$ cat config.mk
export PLATFORM = sky130hd
export DESIGN_NAME = systolic_feed_ctrl
export DESIGN_NICKNAME = d
export VERILOG_FILES = /design/src/rtl/fpmac_pkg.sv /design/src/rtl/operand_bank.sv /design/src/rtl/systolic_feed_ctrl.sv
export SDC_FILE = /design/constraint.sdc
export NUM_CORES = 1
export LEC_CHECK = 0
export CAP_MARGIN = 20
export CORE_ASPECT_RATIO = 0.9
export CORE_MARGIN = 4
export CORE_UTILIZATION = 49
export CTS_BUF_LIST = sky130_fd_sc_hd__clkbuf_4 sky130_fd_sc_hd__clkbuf_8
export DETAILED_ROUTE_END_ITERATION = 7
export DONT_BUFFER_PORTS = 1
export PLACE_DENSITY = 0.72
export SYNTH_ARGS = -nofsm -noshare
export SYNTH_HDL_FRONTEND = slang
export SYNTH_SLANG_ARGS = --single-unit
$ cat constraint.sdc
create_clock -name clk -period 8.28 [get_ports clk]
set_clock_uncertainty 0.2 [all_clocks]
set_input_delay 2.484 -clock clk [delete_from_list [all_inputs] [get_ports clk]]
set_output_delay 2.484 -clock clk [all_outputs]
set_load 0.01 [all_outputs]
$ cat src/rtl/fpmac_pkg.sv
// fpmac_pkg: shared constants, feed-controller states and lane slicing for the FP8 MAC array.
package fpmac_pkg;
    localparam int N_DEF = 3;
    localparam int W_DEF = 8;

    typedef enum logic [2:0] {IDLE, CLEAR, FEED, DRAIN, DONE} state_t;

    function automatic int lane_lsb(input int lane, input int w);
        return lane * w;
    endfunction
endpackage

$ cat src/rtl/operand_bank.sv
// operand_bank: N x N operand register file with N diagonally skewed read lanes.
module operand_bank
    import fpmac_pkg::*;
#(
    parameter int N        = N_DEF,
    parameter int W        = W_DEF,
    parameter int IW       = $clog2(N),
    parameter int CW       = $clog2(2 * N),
    parameter bit COL_SKEW = 1'b0
) (
    input  logic            clk,
    input  logic            reset,
    input  logic            we,
    input  logic [IW-1:0]   row,
    input  logic [IW-1:0]   col,
    input  logic [W-1:0]    data,
    input  logic [CW-1:0]   t,
    output logic [N*W-1:0]  lanes
);
    logic [W-1:0] mem [N][N];

    always_ff @(posedge clk) begin
        if (reset) begin
            for (int i = 0; i < N; i++)
                for (int j = 0; j < N; j++)
                    mem[i][j] <= '0;
        end else if (we) begin
            mem[row][col] <= data;
        end
    end

    // lane l sees element t-l of its row (X) or column (Y); outside the window it carries the zero bubble
    for (genvar l = 0; l < N; l++) begin : g_lane
        logic [CW-1:0] d;
        logic [IW-1:0] k;
        assign d = t - CW'(l);
        assign k = IW'(d);
        assign lanes[lane_lsb(l, W) +: W] = (t >= CW'(l) && d < CW'(N)) ?
                                            (COL_SKEW ? mem[k][l] : mem[l][k]) : '0;
    end
endmodule

$ cat src/rtl/systolic_feed_ctrl.sv
// systolic_feed_ctrl: sequences one N x N multiply by feeding skewed X/Y wavefronts into the MAC array.
module systolic_feed_ctrl
    import fpmac_pkg::*;
#(
    parameter int N  = N_DEF,
    parameter int W  = W_DEF,
    parameter int IW = $clog2(N)
) (
    input  logic            clk,
    input  logic            reset,
    input  logic            wr_en,
    input  logic            wr_sel,
    input  logic [IW-1:0]   wr_row,
    input  logic [IW-1:0]   wr_col,
    input  logic [W-1:0]    wr_data,
    input  logic            start,
    output logic            busy,
    output logic            done,
    output logic            array_clr,
    output logic [N*W-1:0]  west_out,
    output logic [N*W-1:0]  north_out
);
    localparam int CW = $clog2(2 * N);
    localparam int RW = IW + 1;

    state_t          state, nstate;
    logic [CW-1:0]   cnt, ncnt;
    logic            accept, wr_ok;
    logic [N*W-1:0]  west_rd, north_rd;

    // the done cycle still reads as busy, so idle means both the state and the busy flag agree
    assign accept = (state == IDLE) && !busy;
    assign wr_ok  = wr_en && accept && ({1'b0, wr_row} < RW'(N)) && ({1'b0, wr_col} < RW'(N));

    operand_bank #(.N(N), .W(W), .IW(IW), .CW(CW), .COL_SKEW(1'b0)) u_x (
        .clk(clk), .reset(reset), .we(wr_ok && !wr_sel), .row(wr_row), .col(wr_col),
        .data(wr_data), .t(cnt), .lanes(west_rd)
    );

    operand_bank #(.N(N), .W(W), .IW(IW), .CW(CW), .COL_SKEW(1'b1)) u_y (
        .clk(clk), .reset(reset), .we(wr_ok && wr_sel), .row(wr_row), .col(wr_col),
        .data(wr_data), .t(cnt), .lanes(north_rd)
    );

    always_comb begin
        nstate = state;
        unique case (state)
            IDLE:    nstate = (start && accept) ? CLEAR : IDLE;
            CLEAR:   nstate = FEED;
            FEED:    nstate = (cnt == CW'(2 * N - 2)) ? DRAIN : FEED;
            DRAIN:   nstate = (cnt == CW'(N - 1)) ? DONE : DRAIN;
            DONE:    nstate = IDLE;
            default: nstate = IDLE;
        endcase
        ncnt = (nstate == state && state != IDLE) ? cnt + CW'(1) : '0;
    end

    // outputs are decoded from the registered state one cycle later, giving a start-to-done latency of 3N+1
    always_ff @(posedge clk) begin
        if (reset) begin
            state     <= IDLE;
            cnt       <= '0;
            busy      <= 1'b0;
            done      <= 1'b0;
            array_clr <= 1'b0;
            west_out  <= '0;
            north_out <= '0;
        end else begin
            state     <= nstate;
            cnt       <= ncnt;
            busy      <= state != IDLE;
            done      <= state == DONE;
            array_clr <= state == CLEAR;
            west_out  <= (state == FEED) ? west_rd : '0;
            north_out <= (state == FEED) ? north_rd : '0;
        end
    end
endmodule

==> summary.md, run 1 <==
| Metric | Value |
|---|---|
| Core ar. | `approximately 18000 um^2` |
| Uppermost layer routed | `met4` |
| Synth Instances | `around 650` |
| FMAX | `0.218 GHz` |
| Part of the power in registers | `0.526` |
| Critical Path Sink | `u_x.mem[1][11]$_SDFFCE_PN0P_` |
| Status | `finished, final reports clean` |
| R2R setup slack | `about 4500 ps` |
| Combinational share of power | `0.057` |
| Clock buffer depth | `3` |
| Clk Latency, worst-skew pair | `510 ps` |
| Synth Flop Type | `edfxtp_1` |
| Met3 routed wirelength | `1970 um` |
| Crit path launch type | `input port` |
| Drt total wl | `20900 um` |
| Initial core utilization | `0.500` |
| Leakage Power | `0.00365 uW` |
| Clock transition at path regs | `around 60 ps` |
| Synth top area share | `0.548` |
| Placer Congestion | `0.911` |
| Sequential area share after synthesis | `0.672` |
| Die width | `153 um` |
| Share of synthesized registers carrying an async set or reset | `0` |
| Share of layout cells above drive strength 1 | `0.197` |
| Max Fanout on Critical Path | `24` |
| Pwr dens | `234 nW/um^2` |
| Power share of the clock group | `0.417` |
| Number of global-route vias before repair | `~5500` |
| Synth-to-Final Area Change | `11.7%` |
| Post-synth EDFFs | `168` |
| Port bufs | `0` |
| Placed instance area | `9460 um^2` |
| Hold depth | `2` |
| Final Non-Filler Cells | `954` |
| Congestion Overflow GR | `0` |
| RSZ-0062 raised after global routing | `no` |
| Crit. Startpoint | `wr_en` |
| Largest net degree at the start of global routing | `58` |
| Synthesized area per cell | `14.2 um^2` |
| Vias per cell | `5.74` |
| Worst r2r src | `cnt[0]$_SDFF_PP0_` |
| Crit share post-route | `0.554` |
| Area leader, netlist | `edfxtp_1` |
| Drt pass-1 iters | `5` |
| Ys Warns | `0` |
| Crit path kind | `in -> reg` |
| DRT iter0 DRCs | `568` |
| Routed Antenna Nets | `0` |
| Setup Fix Bufs, Post-CTS | `0` |
| Initial antenna violation count | `0` |
| Die H | `approximately 140 um` |
| Final nets | `just over 700` |
| Met1 wire length | `roughly 8500 um` |
| Switch share | `0.218` |
| Final WS setup | `3690 ps` |
| Reg2reg end | `west_out[9]$_SDFF_PP0_` |
| DRC violations left | `0` |
| H-tree Lvls | `2` |
| Post-synth cell types | `53` |
| CTS tree | `built` |
| GRT Total Usage | `0.199` |
| Hold WC Path Type | `reg -> reg` |
| Post_cts resized | `0` |
| CTS sink count | `225` |
| Crit end category | `flop` |
| Max Cap Viol | `0` |
| Dominant cells by area after synthesis | `edfxtp_1 (55%), dfxtp_1 (12%), mux4_2 (5.9%), and2_1 (3.4%), nor2_1 (3.0%)` |
| Final hold vios | `0` |
| Net Sw Power | `525 uW` |
| WP data arrival | `between 4000 and 5000 ps` |
| Hold-fix buffers, CTS | `0` |
| Yosys reg bits | `225` |
| P_int | `1880 uW` |
| Max IR drop VDD | `0.000135 V` |
| CP required | `8210 ps` |
| R2R cell count | `6` |
| Wirelength per Cell | `roughly 22 um` |
| CTS Root Cell | `clkbuf_8` |
| Core Rows | `47` |
| Setup Viol. Count Final | `0` |
| Num CTS Buffers | `37` |
| Place WS | `2990 ps` |
| Relative max-transition margin | `0.332` |
| Top Ports | `68` |
| Met2 wire len | `9950 um` |
| Total negative slack | `0 ps` |
| Via Count | `5475` |
| Full die area | `21100 um^2` |
| Dpl hpwl | `14000 um` |
| Pins over their slew limit | `0` |
| Final Instance Area | `10300 um^2` |
| First-pass GRT wire length | `32400 um` |
| Fillers | `1462` |
| Cell Area, Synth | `~9200 um^2` |
| Worst-Margin Slew | `991 ps` |
| Tmin final | `4590 ps` |
| Placed insts | `881` |
| Diode count | `0` |
## logic make-up (layout without fill, tap and decap cells)
family | Yosys count | after routing | synth area share
simple gates | 268 | 268 | 0.161
buf+inv | 42 | 81 | 0.0212
other cells | 1 | 24 | 0.000407
flops | 225 | 225 | 0.672
xor+xnor | 2 | 2 | 0.00190
compound gates | 53 | 53 | 0.0463
mux | 48 | 48 | 0.0869
fa+ha+maj | 8 | 8 | 0.0109
## power groups by stage
stage / clock (uW) / combinational [uW] / sequential [uW]
after global routing: 1080 / 149 / 1270
after CTS: 1020 / 135 / 1270
after floorplan: 0 / 109 / 1280
final: 1000 / 138 / 1270
after detailed placement: 0 / 134 / 1290
after global placement: 0 / 131 / 1290
## worst max-delay path: stages
cell      delay (ps)
a21boi_0         450
nand2_1          600
o21ai_0          970
## registers in the layout, summed over array words and instances, names as in the netlist
name       flops
busy           1
north_out     24
state          3
done           1
west_out      24
u_y.mem       96
array_clr      1
cnt            3
u_x.mem       72
## per-stage QoR
stage	hold WS, ps	utilization	power (uW)
final	351	0.559	2410
after global placement	340	0.514	1420
after floorplan	293	-	1390
after CTS	346	0.556	2430
after global routing	351	0.559	2500
after detailed placement	332	0.514	1420
## synthesized netlist by cell type (5+ instances only)
cell	number
nor2_1	73
edfxtp_1	168
ha_1	8
a21oi_2	8
nand3_1	27
nor3_1	25
dfxtp_1	57
nor2b_1	8
a41o_1	5
mux2i_1	8
clkbuf_1	20
and2b_1	6
nand2_1	30
mux4_2	24
o21ai_0	12
mux2_2	16
and2_1	50
a22oi_1	8
o31ai_1	5
buf_2	9
nor3b_1	10
and3_1	18
## worst min-delay path by stage
stage	start	to	slack [ps]
CTS	u_x.mem[0][10]$_SDFFCE_PN0P_	west_out[2]$_SDFF_PP0_	350
global route	u_x.mem[0][12]$_SDFFCE_PN0P_	west_out[4]$_SDFF_PP0_	350
finish	u_x.mem[0][10]$_SDFFCE_PN0P_	west_out[2]$_SDFF_PP0_	350
floorplan	state[1]$_SDFF_PP0_	done$_SDFF_PP0_	290
detailed placement	u_x.mem[0][10]$_SDFFCE_PN0P_	west_out[2]$_SDFF_PP0_	330
global placement	u_x.mem[0][8]$_SDFFCE_PN0P_	west_out[0]$_SDFF_PP0_	340
## cells in the final DEF, fill, tap and decap left out, types with 2 or more instances in the layout
cell type    n
conb_1      24
a21bo_2      3
clkbuf_4    15
edfxtp_1   168
o21ai_0     12
nor4_4       3
mux2i_1      8
nor2_1      73
o31ai_1      4
a21oi_2      8
nand3_1     27
xnor2_1      2
clkinv_2     2
mux2_2      16
a22oi_1      8
ha_1         8
inv_1        4
nand2_1     30
nor2b_1      8
bufinv_16    2
clkinv_1     7
nor2b_4      2
a31o_2       3
clkbuf_8    42
nor4b_1      2
dfxtp_1     55
nor3_1      25
and2_1      50
buf_2        4
a21o_1       4
a41o_1       5
nand4_1      2
buf_4        3
mux4_2      24
and3_1      18
nor3b_1     10
dfxtp_2      2
and2b_1      6
## routing by layer
| layer | track usage | vias up |
|---|---|---|
| met5 | 0 | - |
| met3 | 0.0563 | 38 |
| met4 | 0.0586 | 0 |
| li1 | - | 2444 |
| met1 | 0.271 | 2737 |
| met2 | 0.316 | 256 |
## final cells by class
cell class	count	area, um^2	area share
flip-flops and latches	225	6190	0.601
multi-input cells	403	2930	0.284
clock buffers	56	683	0.0664
well taps	245	307	0.0298
clock inverters	9	88.8	0.00863
repair buffers	10	75.1	0.00729
inverters	6	22.5	0.00219
Power figures use the tool's default switching activity.
==> inputs of run 2 (changes only) <==
--- a/config.mk
+++ b/config.mk
@@ -12,7 +12,7 @@
 export CTS_BUF_LIST = sky130_fd_sc_hd__clkbuf_4 sky130_fd_sc_hd__clkbuf_8
 export DETAILED_ROUTE_END_ITERATION = 7
 export DONT_BUFFER_PORTS = 1
-export PLACE_DENSITY = 0.72
+export PLACE_DENSITY = 0.74
 export SYNTH_ARGS = -nofsm -noshare
 export SYNTH_HDL_FRONTEND = slang
 export SYNTH_SLANG_ARGS = --single-unit
==> constraint.sdc (replaced) <==
create_clock -name clk -period 4.1 [get_ports clk]
set_clock_uncertainty 0.2 [all_clocks]
set_input_delay 1.23 -clock clk [delete_from_list [all_inputs] [get_ports clk]]
set_output_delay 1.23 -clock clk [all_outputs]
set_load 0.01 [all_outputs]
==> run 2 against run 1 <==
Worst hold slack improved by 15 ps. Non-clock buffer count increased by 4. Flip-flop and latch count unchanged. Sequential power increased by 100%. Clock power increased by 100%. Register-to-register slack got worse by 3300 ps. Die area unchanged. Critical endpoint is now west_out[10]$_SDFF_PP0_. Largest cell class unchanged.
==> summary.md, run 2 (synthesis results as in run 1) <==
| Metric | Value |
|---|---|
| CTS sink count | `about 230` |
| Core ar. | `18400 um^2` |
| Setup Fix Bufs, Post-CTS | `0` |
| Net Sw Power | `1090 uW` |
| Max IR drop VDD | `0.000342 V` |
| WP data arrival | `3150 ps` |
| DRC violations left | `0` |
| Final nets | `712` |
| Core Rows | `47` |
| Drt total wl | `about 22000 um` |
| Initial antenna violation count | `0` |
| Dpl hpwl | `14500 um` |
| Crit path kind | `reg -> reg` |
| Slowest-stage cell, CP | `ha_1` |
| Top Ports | `68` |
| Placed insts | `893` |
| Status | `finished, final reports clean` |
| Hold-fix buffers, CTS | `0` |
| Drt pass-1 iters | `5` |
| Num CTS Buffers | `37` |
| Leakage Power | `0.00368 uW` |
| Initial core utilization | `0.500` |
| Hold WS | `365 ps` |
| Final Non-Filler Cells | `961` |
| Top Family by Delay on Critical Path | `adder cells` |
| Clock transition at path regs | `60 ps` |
| Port bufs | `0` |
| Max Cap Viol | `0` |
| RSZ-0062 raised after global routing | `no` |
| Die width | `~150 um` |
| Crit path launch type | `flop` |
| Buffer and inverter count on the worst path | `1` |
| Relative max-transition margin | `0.438` |
| Reg with most FFs | `u_y.mem` |
| Max reg flops | `between 90 and 100` |
| CP required | `4330 ps` |
| Placer Congestion | `approximately 0.90` |
| Number of global-route vias before repair | `5800` |
| Part of the power in registers | `0.523` |
| Max Fanout on Critical Path | `20` |
| Hold WC Path Type | `reg -> reg` |
| Clock buffer depth | `3` |
| Congestion Overflow GR | `0` |
| Commonest non-fill, non-tap cells in the layout | `edfxtp_1 (168), nor2_1 (73), dfxtp_1 (55)` |
| CTS tree | `built` |
| Share of layout cells above drive strength 1 | `0.210` |
| Power share of the clock group | `0.417` |
| Setup Viol. Count Final | `0` |
| Vias per cell | `approximately 5.8` |
| Largest net degree at the start of global routing | `57` |
| H-tree Lvls | `2` |
| Commonest non-fill, non-tap cell in the layout | `edfxtp_1` |
| GRT Total Usage | `0.205` |
| Tmin final | `a little under 3000 ps` |
| Via Count | `about 5500` |
| FMAX | `between 0.3 and 0.4 GHz` |
| Slowest stage delay, CP | `1020 ps` |
| Crit end category | `flop` |
| P_int | `3790 uW` |
| Total negative slack | `0 ps` |
| DRT iter0 DRCs | `638` |
| Post_cts resized | `0` |
| Die H | `138 um` |
| Clk Latency, worst-skew pair | `540 ps` |
| Full die area | `21100 um^2` |
| Switch share | `0.224` |
| Worst-path cell chain | `clkinv_1 > ha_1 > nor2b_1 > a22oi_1 > nor3_1` |
| Worst-Margin Slew | `around 840 ps` |
| Top Registers | `u_y.mem (96), u_x.mem (72)` |
| CTS Root Cell | `clkbuf_8` |
| Wirelength per Cell | `22.4 um` |
| Pins over their slew limit | `0` |
| Routed Antenna Nets | `0` |
| Combinational share of power | `0.060` |
| Final hold vios | `0` |
| First-pass GRT wire length | `33500 um` |
| Crit share post-route | `0.714` |
| Pwr dens | `472 nW/um^2` |
| Synth-to-Final Area Change | `12.3%` |
run 2: cell types whose count changed in the layout (fill, tap and decap cells not counted), sizes merged:
cell / before / now
buf: 8 / 14
bufinv: 2 / 1
clkinvlp: 0 / 2
diode: 0 / 1
clkbuf: 58 / 57
run 2: per-layer routing:
metal  share of wire  wire length, um  GRT usage
met1            0.40             8610      0.275
met2            0.47            10200      0.324
met3           0.099             2140     0.0550
met4           0.029              619     0.0788
met5               0                0          0
run 2: area by class of cell:
type | count | area [um^2]
antenna | 1 | 2.50
clock buffer | 57 | 709
clock inverter | 10 | 78.8
fill | 1473 | 8070
inverter | 6 | 22.5
multi-input combinational | 403 | 2930
sequential | 225 | 6190
tap | 245 | 307
timing repair buffer | 14 | 105
run 2: final timing paths:
kind	from	to	slack (ps)	cells past startpoint
max	cnt[0]$_SDFF_PP0_	west_out[10]$_SDFF_PP0_	1170	5
min reg2reg	u_x.mem[0][12]$_SDFFCE_PN0P_	west_out[4]$_SDFF_PP0_	370	2
max reg2reg	cnt[0]$_SDFF_PP0_	west_out[10]$_SDFF_PP0_	1170	5
min	u_x.mem[0][12]$_SDFFCE_PN0P_	west_out[4]$_SDFF_PP0_	370	2
run 2: stage by stage:
step                      area [um^2]  worst slack [ps]  power, uW   util
after detailed placement         9550               848       2890  0.519
after CTS                       10300              1190       4910  0.562
after global placement           9550               994       2880  0.519
after global routing            10300               978       5070  0.562
after floorplan                  9300               822       2800      -
final                           10300              1170       4880  0.562
run 2: power groups by stage:
stage	clock network (uW)	registers, uW	logic (uW)
3_5_place_dp	0	2600	288
6_report	2040	2550	292
2_1_floorplan	0	2580	220
5_1_grt	2190	2560	314
4_1_cts	2070	2550	289
3_3_place_gp	0	2600	281
run 2: worst min-delay path: stages (launching register included):
cell,delay (ps)
edfxtp_1,360
nand2_1,90
a21oi_2,60
